$ cat src/rtl/mc_control_fsm_if.sv
// Control-unit bus: instruction fields and flags in, datapath controls and debug state out.
interface mc_control_fsm_if;
  logic [5:0] Op;
  logic [5:0] Funct;
  logic       Zero;
  logic       mem_ready;
  logic       IorD;
  logic       MemWrite;
  logic       IRWrite;
  logic       RegDst;
  logic       MemtoReg;
  logic       RegWrite;
  logic       ALUSrcA;
  logic [1:0] ALUSrcB;
  logic [2:0] ALUControl;
  logic [1:0] PCSrc;
  logic       PCEn;
  logic       illegal;
  logic [3:0] state_o;

  modport master (
    output Op, Funct, Zero, mem_ready,
    input  IorD, MemWrite, IRWrite, RegDst, MemtoReg, RegWrite, ALUSrcA, ALUSrcB,
    input  ALUControl, PCSrc, PCEn, illegal, state_o
  );

  modport slave (
    input  Op, Funct, Zero, mem_ready,
    output IorD, MemWrite, IRWrite, RegDst, MemtoReg, RegWrite, ALUSrcA, ALUSrcB,
    output ALUControl, PCSrc, PCEn, illegal, state_o
  );
endinterface

$ cat src/rtl/mc_control_fsm.sv
// Multi-cycle MIPS main control FSM (Moore). Define MEM_WAIT_EN to stall FETCH, MEMRD and
// MEMWR on mem_ready; otherwise mem_ready is ignored.
module mc_control_fsm #(
  parameter logic [5:0] OP_RTYPE = 6'b000000,
  parameter logic [5:0] OP_LW    = 6'b100011,
  parameter logic [5:0] OP_SW    = 6'b101011,
  parameter logic [5:0] OP_BEQ   = 6'b000100,
  parameter logic [5:0] OP_ADDI  = 6'b001000,
  parameter logic [5:0] OP_J     = 6'b000010
) (
  input logic              clk,
  input logic              rst,
  mc_control_fsm_if.slave  bus
);

  localparam logic [2:0] AluAdd = 3'b010;
  localparam logic [2:0] AluSub = 3'b110;
  localparam logic [2:0] AluAnd = 3'b000;
  localparam logic [2:0] AluOr  = 3'b001;
  localparam logic [2:0] AluSlt = 3'b111;

  typedef enum logic [3:0] {
    StIdle    = 4'd0,
    StFetch   = 4'd1,
    StDecode  = 4'd2,
    StMemAdr  = 4'd3,
    StMemRd   = 4'd4,
    StMemWb   = 4'd5,
    StMemWr   = 4'd6,
    StExecute = 4'd7,
    StAluWb   = 4'd8,
    StBranch  = 4'd9,
    StAddiEx  = 4'd10,
    StAddiWb  = 4'd11,
    StJump    = 4'd12
  } state_e;

  state_e state_q, state_d;
  logic   illegal_q, illegal_d;
  logic   pc_write, branch;
  logic   mem_go;

`ifdef MEM_WAIT_EN
  assign mem_go = bus.mem_ready;
`else
  logic unused_mem_ready;
  assign unused_mem_ready = bus.mem_ready;
  assign mem_go = 1'b1;
`endif

  always_ff @(posedge clk or posedge rst) begin
    if (rst) begin
      state_q   <= StIdle;
      illegal_q <= 1'b0;
    end else begin
      state_q   <= state_d;
      illegal_q <= illegal_d;
    end
  end

  always_comb begin
    state_d        = state_q;
    illegal_d      = illegal_q;
    pc_write       = 1'b0;
    branch         = 1'b0;
    bus.IorD       = 1'b0;
    bus.MemWrite   = 1'b0;
    bus.IRWrite    = 1'b0;
    bus.RegDst     = 1'b0;
    bus.MemtoReg   = 1'b0;
    bus.RegWrite   = 1'b0;
    bus.ALUSrcA    = 1'b0;
    bus.ALUSrcB    = 2'b00;
    bus.ALUControl = AluAnd;
    bus.PCSrc      = 2'b00;

    case (state_q)
      StIdle: state_d = StFetch;
      StFetch: begin
        // PC increment and IR load happen only on the cycle memory delivers the word.
        bus.ALUSrcB    = 2'b01;
        bus.ALUControl = AluAdd;
        bus.IRWrite    = mem_go;
        pc_write       = mem_go;
        state_d        = mem_go ? StDecode : StFetch;
      end
      StDecode: begin
        bus.ALUSrcB    = 2'b11;
        bus.ALUControl = AluAdd;
        case (bus.Op)
          OP_LW, OP_SW: state_d = StMemAdr;
          OP_RTYPE:     state_d = StExecute;
          OP_BEQ:       state_d = StBranch;
          OP_ADDI:      state_d = StAddiEx;
          OP_J:         state_d = StJump;
          default: begin
            state_d   = StFetch;
            illegal_d = 1'b1;
          end
        endcase
      end
      StMemAdr: begin
        bus.ALUSrcA    = 1'b1;
        bus.ALUSrcB    = 2'b10;
        bus.ALUControl = AluAdd;
        state_d        = (bus.Op == OP_LW) ? StMemRd : StMemWr;
      end
      StMemRd: begin
        bus.IorD = 1'b1;
        state_d  = mem_go ? StMemWb : StMemRd;
      end
      StMemWb: begin
        bus.MemtoReg = 1'b1;
        bus.RegWrite = 1'b1;
        state_d      = StFetch;
      end
      StMemWr: begin
        bus.IorD     = 1'b1;
        bus.MemWrite = 1'b1;
        state_d      = mem_go ? StFetch : StMemWr;
      end
      StExecute: begin
        bus.ALUSrcA = 1'b1;
        case (bus.Funct)
          6'b100010: bus.ALUControl = AluSub;
          6'b100100: bus.ALUControl = AluAnd;
          6'b100101: bus.ALUControl = AluOr;
          6'b101010: bus.ALUControl = AluSlt;
          default:   bus.ALUControl = AluAdd;
        endcase
        state_d = StAluWb;
      end
      StAluWb: begin
        bus.RegDst   = 1'b1;
        bus.RegWrite = 1'b1;
        state_d      = StFetch;
      end
      StBranch: begin
        bus.ALUSrcA    = 1'b1;
        bus.ALUControl = AluSub;
        bus.PCSrc      = 2'b01;
        branch         = 1'b1;
        state_d        = StFetch;
      end
      StAddiEx: begin
        bus.ALUSrcA    = 1'b1;
        bus.ALUSrcB    = 2'b10;
        bus.ALUControl = AluAdd;
        state_d        = StAddiWb;
      end
      StAddiWb: begin
        bus.RegWrite = 1'b1;
        state_d      = StFetch;
      end
      StJump: begin
        bus.PCSrc = 2'b10;
        pc_write  = 1'b1;
        state_d   = StFetch;
      end
      default: state_d = StFetch;
    endcase
  end

  assign bus.PCEn    = pc_write | (branch & bus.Zero);
  assign bus.illegal = illegal_q;
  assign bus.state_o = state_q;

endmodule

$ cat src/flat_wrapper.sv
// flat-port wrapper written by rule: the top's interface ports become plain ports
module mc_control_fsm_flat 
#(
  parameter logic [5:0] OP_RTYPE = 6'b000000,
  parameter logic [5:0] OP_LW    = 6'b100011,
  parameter logic [5:0] OP_SW    = 6'b101011,
  parameter logic [5:0] OP_BEQ   = 6'b000100,
  parameter logic [5:0] OP_ADDI  = 6'b001000,
  parameter logic [5:0] OP_J     = 6'b000010
)
  (clk, rst, bus_Op, bus_Funct, bus_Zero, bus_mem_ready, bus_IorD, bus_MemWrite, bus_IRWrite, bus_RegDst, bus_MemtoReg, bus_RegWrite, bus_ALUSrcA, bus_ALUSrcB, bus_ALUControl, bus_PCSrc, bus_PCEn, bus_illegal, bus_state_o);
  mc_control_fsm_if bus_i ();
  input logic clk;
  input logic rst;
  input wire logic [$bits(bus_i.Op)-1:0] bus_Op;
  input wire logic [$bits(bus_i.Funct)-1:0] bus_Funct;
  input wire logic [$bits(bus_i.Zero)-1:0] bus_Zero;
  input wire logic [$bits(bus_i.mem_ready)-1:0] bus_mem_ready;
  output wire logic [$bits(bus_i.IorD)-1:0] bus_IorD;
  output wire logic [$bits(bus_i.MemWrite)-1:0] bus_MemWrite;
  output wire logic [$bits(bus_i.IRWrite)-1:0] bus_IRWrite;
  output wire logic [$bits(bus_i.RegDst)-1:0] bus_RegDst;
  output wire logic [$bits(bus_i.MemtoReg)-1:0] bus_MemtoReg;
  output wire logic [$bits(bus_i.RegWrite)-1:0] bus_RegWrite;
  output wire logic [$bits(bus_i.ALUSrcA)-1:0] bus_ALUSrcA;
  output wire logic [$bits(bus_i.ALUSrcB)-1:0] bus_ALUSrcB;
  output wire logic [$bits(bus_i.ALUControl)-1:0] bus_ALUControl;
  output wire logic [$bits(bus_i.PCSrc)-1:0] bus_PCSrc;
  output wire logic [$bits(bus_i.PCEn)-1:0] bus_PCEn;
  output wire logic [$bits(bus_i.illegal)-1:0] bus_illegal;
  output wire logic [$bits(bus_i.state_o)-1:0] bus_state_o;
  assign bus_i.Op = bus_Op;
  assign bus_i.Funct = bus_Funct;
  assign bus_i.Zero = bus_Zero;
  assign bus_i.mem_ready = bus_mem_ready;
  assign bus_IorD = bus_i.IorD;
  assign bus_MemWrite = bus_i.MemWrite;
  assign bus_IRWrite = bus_i.IRWrite;
  assign bus_RegDst = bus_i.RegDst;
  assign bus_MemtoReg = bus_i.MemtoReg;
  assign bus_RegWrite = bus_i.RegWrite;
  assign bus_ALUSrcA = bus_i.ALUSrcA;
  assign bus_ALUSrcB = bus_i.ALUSrcB;
  assign bus_ALUControl = bus_i.ALUControl;
  assign bus_PCSrc = bus_i.PCSrc;
  assign bus_PCEn = bus_i.PCEn;
  assign bus_illegal = bus_i.illegal;
  assign bus_state_o = bus_i.state_o;
  mc_control_fsm #(.OP_RTYPE(OP_RTYPE), .OP_LW(OP_LW), .OP_SW(OP_SW), .OP_BEQ(OP_BEQ), .OP_ADDI(OP_ADDI), .OP_J(OP_J)) u_core (.clk(clk), .rst(rst), .bus(bus_i));
endmodule
$ cat config.mk
export PLATFORM = sky130hd
export DESIGN_NAME = mc_control_fsm_flat
export DESIGN_NICKNAME = d
export VERILOG_FILES = /design/src/rtl/mc_control_fsm_if.sv /design/src/rtl/mc_control_fsm.sv /design/src/flat_wrapper.sv
export SDC_FILE = /design/constraint.sdc
export NUM_CORES = 1
export LEC_CHECK = 0
export ABC_AREA = 1
export ABC_CLOCK_PERIOD_IN_PS = 3460
export CAP_MARGIN = 30
export CORE_UTILIZATION = 33
export DETAILED_ROUTE_END_ITERATION = 12
export PLACE_DENSITY_LB_ADDON = 0.25
export REMOVE_ABC_BUFFERS = 1
export SYNTH_ARGS = -nofsm -noshare
export SYNTH_HDL_FRONTEND = slang
export SYNTH_SLANG_ARGS = --single-unit
$ cat constraint.sdc
create_clock -name clk -period 3.46 [get_ports clk]
set_clock_uncertainty 0.1 [all_clocks]
set_input_delay 1.038 -clock clk [delete_from_list [all_inputs] [get_ports clk]]
set_output_delay 1.038 -clock clk [all_outputs]
set_load 0.03 [all_outputs]
After elaboration in Yosys (flattened, before gate mapping)
Index checks and enable logic that the tools add are counted.
{"block": "word_totals", "ff_bits": 5, "word_cells": 52, "inputBits": 16, "output_inout_bits": 20}
{"block": "classes", "n_mux": 16, "n_eq_ne": 21, "reduce_logical": 10, "bitwise": 3}
{"operator": "equality test 6 bit (second input constant)", "count": 6}
{"operator": "case mux 4 bit (6 select lines)", "count": 1}
{"operator": "equality test 4 bit (second input constant)", "count": 5}
{"operator": "case mux 4 bit (5 select lines)", "count": 1}
{"operator": "equality test 4 x 3 -> 1 bit (second input constant)", "count": 4}
{"operator": "case mux 3 bit (4 select lines)", "count": 1}
{"operator": "2-to-1 mux 1 bit", "count": 9}
{"operator": "case mux 3 bit (3 select lines)", "count": 1}
{"operator": "equality test 4 x 2 -> 1 bit (second input constant)", "count": 2}
{"operator": "OR reduction 2 bit", "count": 4}
{"operator": "OR reduction 4 bit", "count": 2}
{"operator": "equality test 6 x 2 -> 1 bit (second input constant)", "count": 1}
{"operator": "equality test 6 x 3 -> 1 bit (second input constant)", "count": 1}
{"operator": "equality test 6 x 4 -> 1 bit (second input constant)", "count": 1}
{"operator": "zero test 6 bit", "count": 1}
{"operator": "case mux 2 bit (3 select lines)", "count": 1}
{"operator": "OR reduction 6 bit", "count": 1}
{"operator": "equality test 4 x 1 -> 1 bit (second input constant)", "count": 1}
{"operator": "case mux 2 bit (2 select lines)", "count": 1}
{"operator": "OR reduction 3 bit", "count": 1}
{"operator": "2-to-1 mux 2 bit", "count": 1}
{"operator": "AND reduction 2 bit", "count": 1}
{"operator": "bitwise AND 1 bit", "count": 1}
{"operator": "NOT 1 bit", "count": 1}
{"operator": "bitwise OR 1 bit", "count": 1}

Longest topological paths before layout
Gate-level depths: netlist (run 1).
{"block": "depth", "ltp_word": 4, "mapped_depth": 7, "depth_no_buf": 7}

Worst setup path after synthesis (run 1)
Ideal clock, no wire load.
{"block": "synth_timing", "path_type": "input to output", "from": "in bus_Funct[0]", "to": "out bus_ALUControl[0]", "t_required_ps": 2322, "arrival_ps": 1794, "stages": 3, "slack_ps": 528, "path_buffers": 0, "path_cell_list": "nor3_1 > nand3_1 > o22ai_1"}
{"block": "synth_via", "elab_chain_len": 3, "elab_cells_between_ends": 6, "classes_between": "eq/ne: 4; mux: 2"}
{"element": "from (decl)", "line_no": "flat_wrapper.sv:16", "source": "input wire logic [$bits(bus_i.Funct)-1:0] bus_Funct;"}
{"element": "equality test 6 bit", "line_no": "mc_control_fsm.sv:124", "source": "case (bus.Funct)"}
{"element": "case mux 3 bit (4 select lines) *", "line_no": "mc_control_fsm.sv:124"}
{"element": "case mux 3 bit (3 select lines) *", "line_no": "mc_control_fsm.sv:77", "source": "case (state_q)"}
{"element": "to (decl)", "line_no": "flat_wrapper.sv:27", "source": "output wire logic [$bits(bus_i.ALUControl)-1:0] bus_ALUControl;"}
Every way passes the cells marked *; elsewhere a longest branch is shown, timed or not.

Final worst setup path (run 1)
{"block": "layout_timing", "from": "in bus_Zero", "to": "out bus_PCEn"}
{"block": "layout_via", "elab_chain_len": 2}
{"element": "from (decl)", "line_no": "flat_wrapper.sv:17", "source": "input wire logic [$bits(bus_i.Zero)-1:0] bus_Zero;"}
{"element": "bitwise AND 1 bit", "line_no": "mc_control_fsm.sv:164", "source": "assign bus.PCEn = pc_write | (branch & bus.Zero);"}
{"element": "bitwise OR 1 bit", "line_no": "mc_control_fsm.sv:164"}
{"element": "to (decl)", "line_no": "flat_wrapper.sv:29", "source": "output wire logic [$bits(bus_i.PCEn)-1:0] bus_PCEn;"}
No other way between the ends.

==> results of run 1 <==
[what timing repair did]
action / in CTS / in global routing
setup endpoints to repair: 1 / 2
cloned: 0 / 0
resized for setup: 1 / 3
pin swaps: 0 / 1
[metal layers]
layer | vias up | share of wire | track usage
met4 | 0 | 0.0090 | 0.0688
met3 | 2 | 0.062 | 0.0542
met1 | 325 | 0.41 | 0.185
met2 | 34 | 0.52 | 0.336
met5 | - | 0 | 0
li1 | 403 | - | -
[worst max-delay path, stage by stage]
cell	delay, ns
clkdlybuf4s50_1	0.46
nand2_1	0.05
nand3_1	0.06
clkdlybuf4s50_1	0.66
[Yosys cell counts]
cell type | number | area, um2
nor3_1 | 2 | 10.0
nor2_4 | 3 | 33.8
a21oi_1 | 3 | 15.0
o21bai_1 | 1 | 7.51
nand2_1 | 25 | 93.8
nand4_1 | 1 | 6.26
o22ai_1 | 1 | 6.26
dfrtp_1 | 5 | 125
nor2_1 | 21 | 78.8
nand3_1 | 14 | 70.1
nor2_2 | 1 | 6.26
inv_1 | 23 | 86.3
nand2_2 | 1 | 6.26
a31o_2 | 1 | 8.76
o21ai_0 | 2 | 10.0
[logic make-up after synthesis]
group | count (synthesis) | share of synthesized area
DFF | 5 | 0.222
AOI/OAI and AO/OA | 8 | 0.0843
buffers and inverters | 23 | 0.153
and+or+nand+nor | 68 | 0.541
[area by class of cell]
class	count	area, um2
Multi-Input combinational cell	76	358
Inverter	23	86.3
Sequential cell	5	125
Clock buffer	4	26.3
Tap cell	16	20.0
Timing Repair Buffer	37	353
Fill cell	158	591
[metrics by stage]
step,power [mW],std cells,utilization,setup WS [ns]
CTS,0.799,161,0.620,0.0470
finish,0.794,161,0.621,0.0482
global route,0.853,161,0.621,0.000427
detailed placement,0.738,157,0.604,-0.179
floorplan,0.502,104,-,0.528
global placement,0.733,157,0.604,-0.172
[state kept, by name, summed over array words and instances, names as in the netlist]
register,cells
u_core.bus.state_o,4
u_core.bus.illegal,1
[how the worst max path moves through the flow]
stage,endpoint,cells after the start
after floorplan,bus_ALUControl[0],3
after global placement,bus_ALUControl[1],7
after detailed placement,bus_ALUControl[1],7
after CTS,bus_PCEn,4
after global routing,bus_PCEn,4
final,bus_PCEn,4
[report_power, final]
group | internal (mW) | total (mW) | leakage [nW] | switching [mW]
sequential | 0.0797 | 0.108 | 0.0591 | 0.0283
clock | 0.0437 | 0.0682 | 0.0150 | 0.0245
combinational | 0.232 | 0.618 | 0.435 | 0.386
==> metrics.md, run 1 <==
| Metric | Value |
|---|---|
| Status | `finished, violations left` |
| Failing checks | `DRC` |
| First DRT Iteration DRCs | `13` |
| Crit start category | `input pin` |
| Starting density of the core | `0.362` |
| Hold-critical path endpoint | `u_core.bus.illegal$_DFFE_PP0P_` |
| Slew Limit Headroom | `0.783` |
| H-tree levels | `1` |
| Share of cells above drive strength 1 | `0.110` |
| # clock sinks | `5` |
| First-pass GRT wire length | `2.57 mm` |
| DP Wirelength | `~1.3 mm` |
| RSZ-0062 raised after global routing | `false` |
| # hold bufs at CTS | `0` |
| Die ar. | `1880 um2` |
| CP Capture Type | `primary output` |
| Routed Antenna Nets | `0` |
| Synth Area per Inst | `5.43 um2` |
| Die width | `between 40 and 50 um` |
| Reg2Reg Setup Slack | `2.15 ns` |
| CTS Buffer Depth | `2` |
| Mapped cell area | `564 um2` |
| Final WL | `approximately 1.5 mm` |
| Total GRT Usage | `0.179` |
| Vias | `roughly 760` |
| Final min period | `approximately 3.4 ns` |
| Critical R2R Launch | `u_core.bus.state_o[3]$_DFF_PP0_` |
| Initial antenna violation count | `0` |
| Post-route setup TNS | `0 ns` |
| # Post-CTS Setup Buffers | `0` |
| Crit-path max FO | `1` |
| Root buffer cell | `clkbuf_4` |
| Crit Path Category | `in -> out` |
| Reg-to-Reg End | `u_core.bus.illegal$_DFFE_PP0P_` |
| FMAX | `293 MHz` |
| Arrival time worst endpoint | `2.27 ns` |
| Post-synth cell types | `15` |
| CTS tree | `yes` |
| Pins Over Slew Limit | `0` |
| Nets | `162` |
| Remaining global-route overflow | `0` |
| Clk slew on worst S/H paths | `0.04 ns` |
| Die Y | `43.4 um` |
| Most frequent cells in the layout | `31 x clkdlybuf4s50_1, 25 x nand2_1, 23 x inv_1` |
| Area Growth Syn to Fin | `71.6%` |
| Hold crit path type | `reg -> reg` |
| Hold_sp | `u_core.bus.illegal$_DFFE_PP0P_` |
| Final setup fails | `0` |
| Max_cap viols | `0` |
| Cells after Synth | `~100` |
| PwrDens | `820 nW/um2` |
| # diodes | `0` |
| Required @ worst endpoint | `2.32 ns` |
| Register area share after synthesis | `0.222` |
| Synth warn | `0` |
| Flops & latches, synth | `5` |
| Row Count | `14` |
| Vias/cell | `4.75` |
| Placed instance area | `about 940 um2` |
| Drt first pass iters | `9` |
| Largest net degree at the start of global routing | `8` |
| Average wire per standard cell | `9.61 um` |
| # DRC | `4` |
| Worst Setup SP | `bus_Zero` |
| Finished Cell Area | `968 um2` |
| Fin crit share | `0.986` |
| P_leak | `around 0.51 nW` |
| Clock Latency Late Sink | `0.25 ns` |
| Worst R2R Path Depth | `5` |
| Routability cong. | `approximately 0.81` |
| Core area | `1560 um2` |
| Commonest non-fill, non-tap cell in the layout | `clkdlybuf4s50_1` |
| Hold slack | `0.392 ns` |
| Port bufs | `34` |
| Peak VDD IR | `0.423 mV` |
| Hold path depth | `1` |
| Total CTS buffers | `3` |
| Final hold vios | `0` |
| Ports | `36` |
| Vias in the first global route | `698` |
| Worst-margin pin slew | `0.324 ns` |
(Power assumes the default switching activity.)
==> run 2: changes to the inputs <==
ABC_CLOCK_PERIOD_IN_PS = 3000   (was 3460)
CORE_ASPECT_RATIO = 0.75   (was default)
CORE_UTILIZATION = 32   (was 33)
clock period = 3 ns   (was 3.46 ns; I/O delays follow)
==> metrics.md, run 2 (synthesis results as in run 1) <==
| Metric | Value |
|---|---|
| Final WL | `1.57 mm (+1.1%)` |
| PwrDens | `948 nW/um2 (+16%)` |
| Vias/cell | `4.69 (-1.2%)` |
| Initial antenna violation count | `0 (unchanged)` |
| # hold bufs at CTS | `0 (unchanged)` |
| Worst setup margin | `0.0710 ns (+0.0227 ns)` |
| Final hold vios | `0 (unchanged)` |
| Worst Setup SP | `bus_Funct[0]` |
| Vias | `764 (unchanged)` |
| # DRC | `0 (-4)` |
| Fin crit share | `0.976` |
| P_leak | `0.533 nW (+4.7%)` |
| Hold_sp | `u_core.bus.illegal$_DFFE_PP0P_` |
| First-pass GRT wire length | `2.50 mm (-2.7%)` |
| Largest net degree at the start of global routing | `8 (unchanged)` |
| Vias in the first global route | `629 (-9.9%)` |
| Die ar. | `1940 um2 (+3.1%)` |
| Share of cells above drive strength 1 | `0.106 (-0.00471)` |
| Starting density of the core | `0.361 (-0.000580)` |
| Die width | `50.5 um (+16%)` |
| Total CTS buffers | `3 (unchanged)` |
| CTS Buffer Depth | `2 (unchanged)` |
| CP Capture Type | `primary output` |
| Util after Layout | `0.615 (-0.00660)` |
| Hold crit path type | `reg -> reg` |
| Ports | `36 (unchanged)` |
| Slew Limit Headroom | `0.784 (+0.000878)` |
| Worst-margin pin slew | `0.322 ns (-0.00149 ns)` |
| Commonest non-fill, non-tap cell in the layout | `clkdlybuf4s50_1` |
| H-tree levels | `1 (unchanged)` |
| CTS tree | `yes` |
| Final min period | `approximately 3 ns` |
| Routability cong. | `0.814 (about the same)` |
| DP Wirelength | `1.33 mm (-0.54%)` |
| Die Y | `38.4 um (-11%)` |
| Crit Path Category | `in -> out` |
| Most frequent cells in the layout | `27 x clkdlybuf4s50_1, 25 x nand2_1, 23 x inv_1` |
| Placed Cells | `159 (+1.3%)` |
| Drt first pass iters | `4 (-5)` |
| Row Count | `12 (-2)` |
| Post-Layout Cell Count | `163 (+1.2%)` |
| # diodes | `0 (unchanged)` |
| Hold path depth | `1 (unchanged)` |
| First DRT Iteration DRCs | `19 (+6)` |
| Clk slew on worst S/H paths | `0.04 ns (about the same)` |
| Final setup fails | `0 (unchanged)` |
| Core area | `1560 um2 (+0.16%)` |
| Fill cells | `156 (-1.3%)` |
| Status | `finished, final reports clean` |
| # clock sinks | `5 (unchanged)` |
| FMAX | `approximately 340 MHz` |
| Largest register FFs | `4 (unchanged)` |
| Average wire per standard cell | `9.60 um (-0.14%)` |
| Remaining global-route overflow | `0 (unchanged)` |
| Nets | `159 (-1.9%)` |
| Area Growth Syn to Fin | `70.1%` |
| Hold slack | `0.370 ns (-0.0221 ns)` |
| Routed Antenna Nets | `0 (unchanged)` |
| Worst R2R Path Depth | `6 (+1)` |
| Pins Over Slew Limit | `0 (unchanged)` |
| Crit start category | `input pin` |
| Crit-path max FO | `2 (+1)` |
| RSZ-0062 raised after global routing | `false` |
| # Post-CTS Setup Buffers | `0 (unchanged)` |
| Place WS | `-0.363 ns (-0.185 ns)` |
| Required @ worst endpoint | `2.00 ns (-0.32 ns)` |
| Port bufs | `34 (unchanged)` |
| Clock Latency Late Sink | `0.24 ns (about the same)` |
| Max_cap viols | `0 (unchanged)` |
| Peak VDD IR | `0.914 mV (+120%)` |
| Design Power | `910 uW (+15%)` |
| Arrival time worst endpoint | `1.93 ns (-0.34 ns)` |
| Critical R2R Launch | `u_core.bus.state_o[0]$_DFF_PP0_` |
| Root buffer cell | `clkbuf_4` |
| Total GRT Usage | `0.180 (about the same)` |
## run 2: cell types whose count changed in the layout (fill, tap and decap cells not counted), sizes merged
cell and change:
buf -1, clkdlybuf4s50 -4, clkbuf -1, dlymetal6s2s +3
## run 2: worst paths after layout
check                           slack (ns)                               to
worst max-delay path                  0.07                bus_ALUControl[0]
worst min-delay path                  0.37   u_core.bus.illegal$_DFFE_PP0P_
worst min register to register        0.37   u_core.bus.illegal$_DFFE_PP0P_
worst max register to register        1.71  u_core.bus.state_o[1]$_DFF_PP0_
min in group asynchronous             0.76  u_core.bus.state_o[2]$_DFF_PP0_
max in group asynchronous             1.87  u_core.bus.state_o[3]$_DFF_PP0_
## run 2: where the power goes
| group | switching [mW] | total (mW) | internal [mW] | leakage, nW |
|---|---|---|---|---|
| combinational | 0.449 | 0.709 | 0.260 | 0.459 |
| sequential | 0.0320 | 0.124 | 0.0920 | 0.0591 |
| clock | 0.0272 | 0.0775 | 0.0503 | 0.0150 |
## run 2: area by class of cell
cell class / count / area, um2 / area share
Clock buffer: 4 / 26.3 / 0.0274
Tap cell: 21 / 26.3 / 0.0274
Timing Repair Buffer: 34 / 335 / 0.349
Multi-Input combinational cell: 76 / 360 / 0.375
Inverter: 23 / 86.3 / 0.0900
Sequential cell: 5 / 125 / 0.130
## run 2: metal layers
metal,global-route usage,wire (um)
met5,0,0
met3,0.0278,84
met2,0.283,686
met1,0.234,780
met4,0.104,13
## run 2: repair_timing
item | in CTS | in global routing
pin swaps | 0 | 3
resized for setup | 5 | 5
setup endpoints to repair | 1 | 4
## run 2: metrics by stage
stage	setup TNS, ns	instance area [um2]
after CTS	0	945
final	0	960
after floorplan	0	564
after global routing	0	960
after global placement	-0.346	923
after detailed placement	-0.363	923
## run 2: critical path, stage by stage
cell and delay, ns:
clkdlybuf4s50_1 0.44, nor3_2 0.17, nand3_1 0.11, o22ai_1 0.13, buf_4 0.18
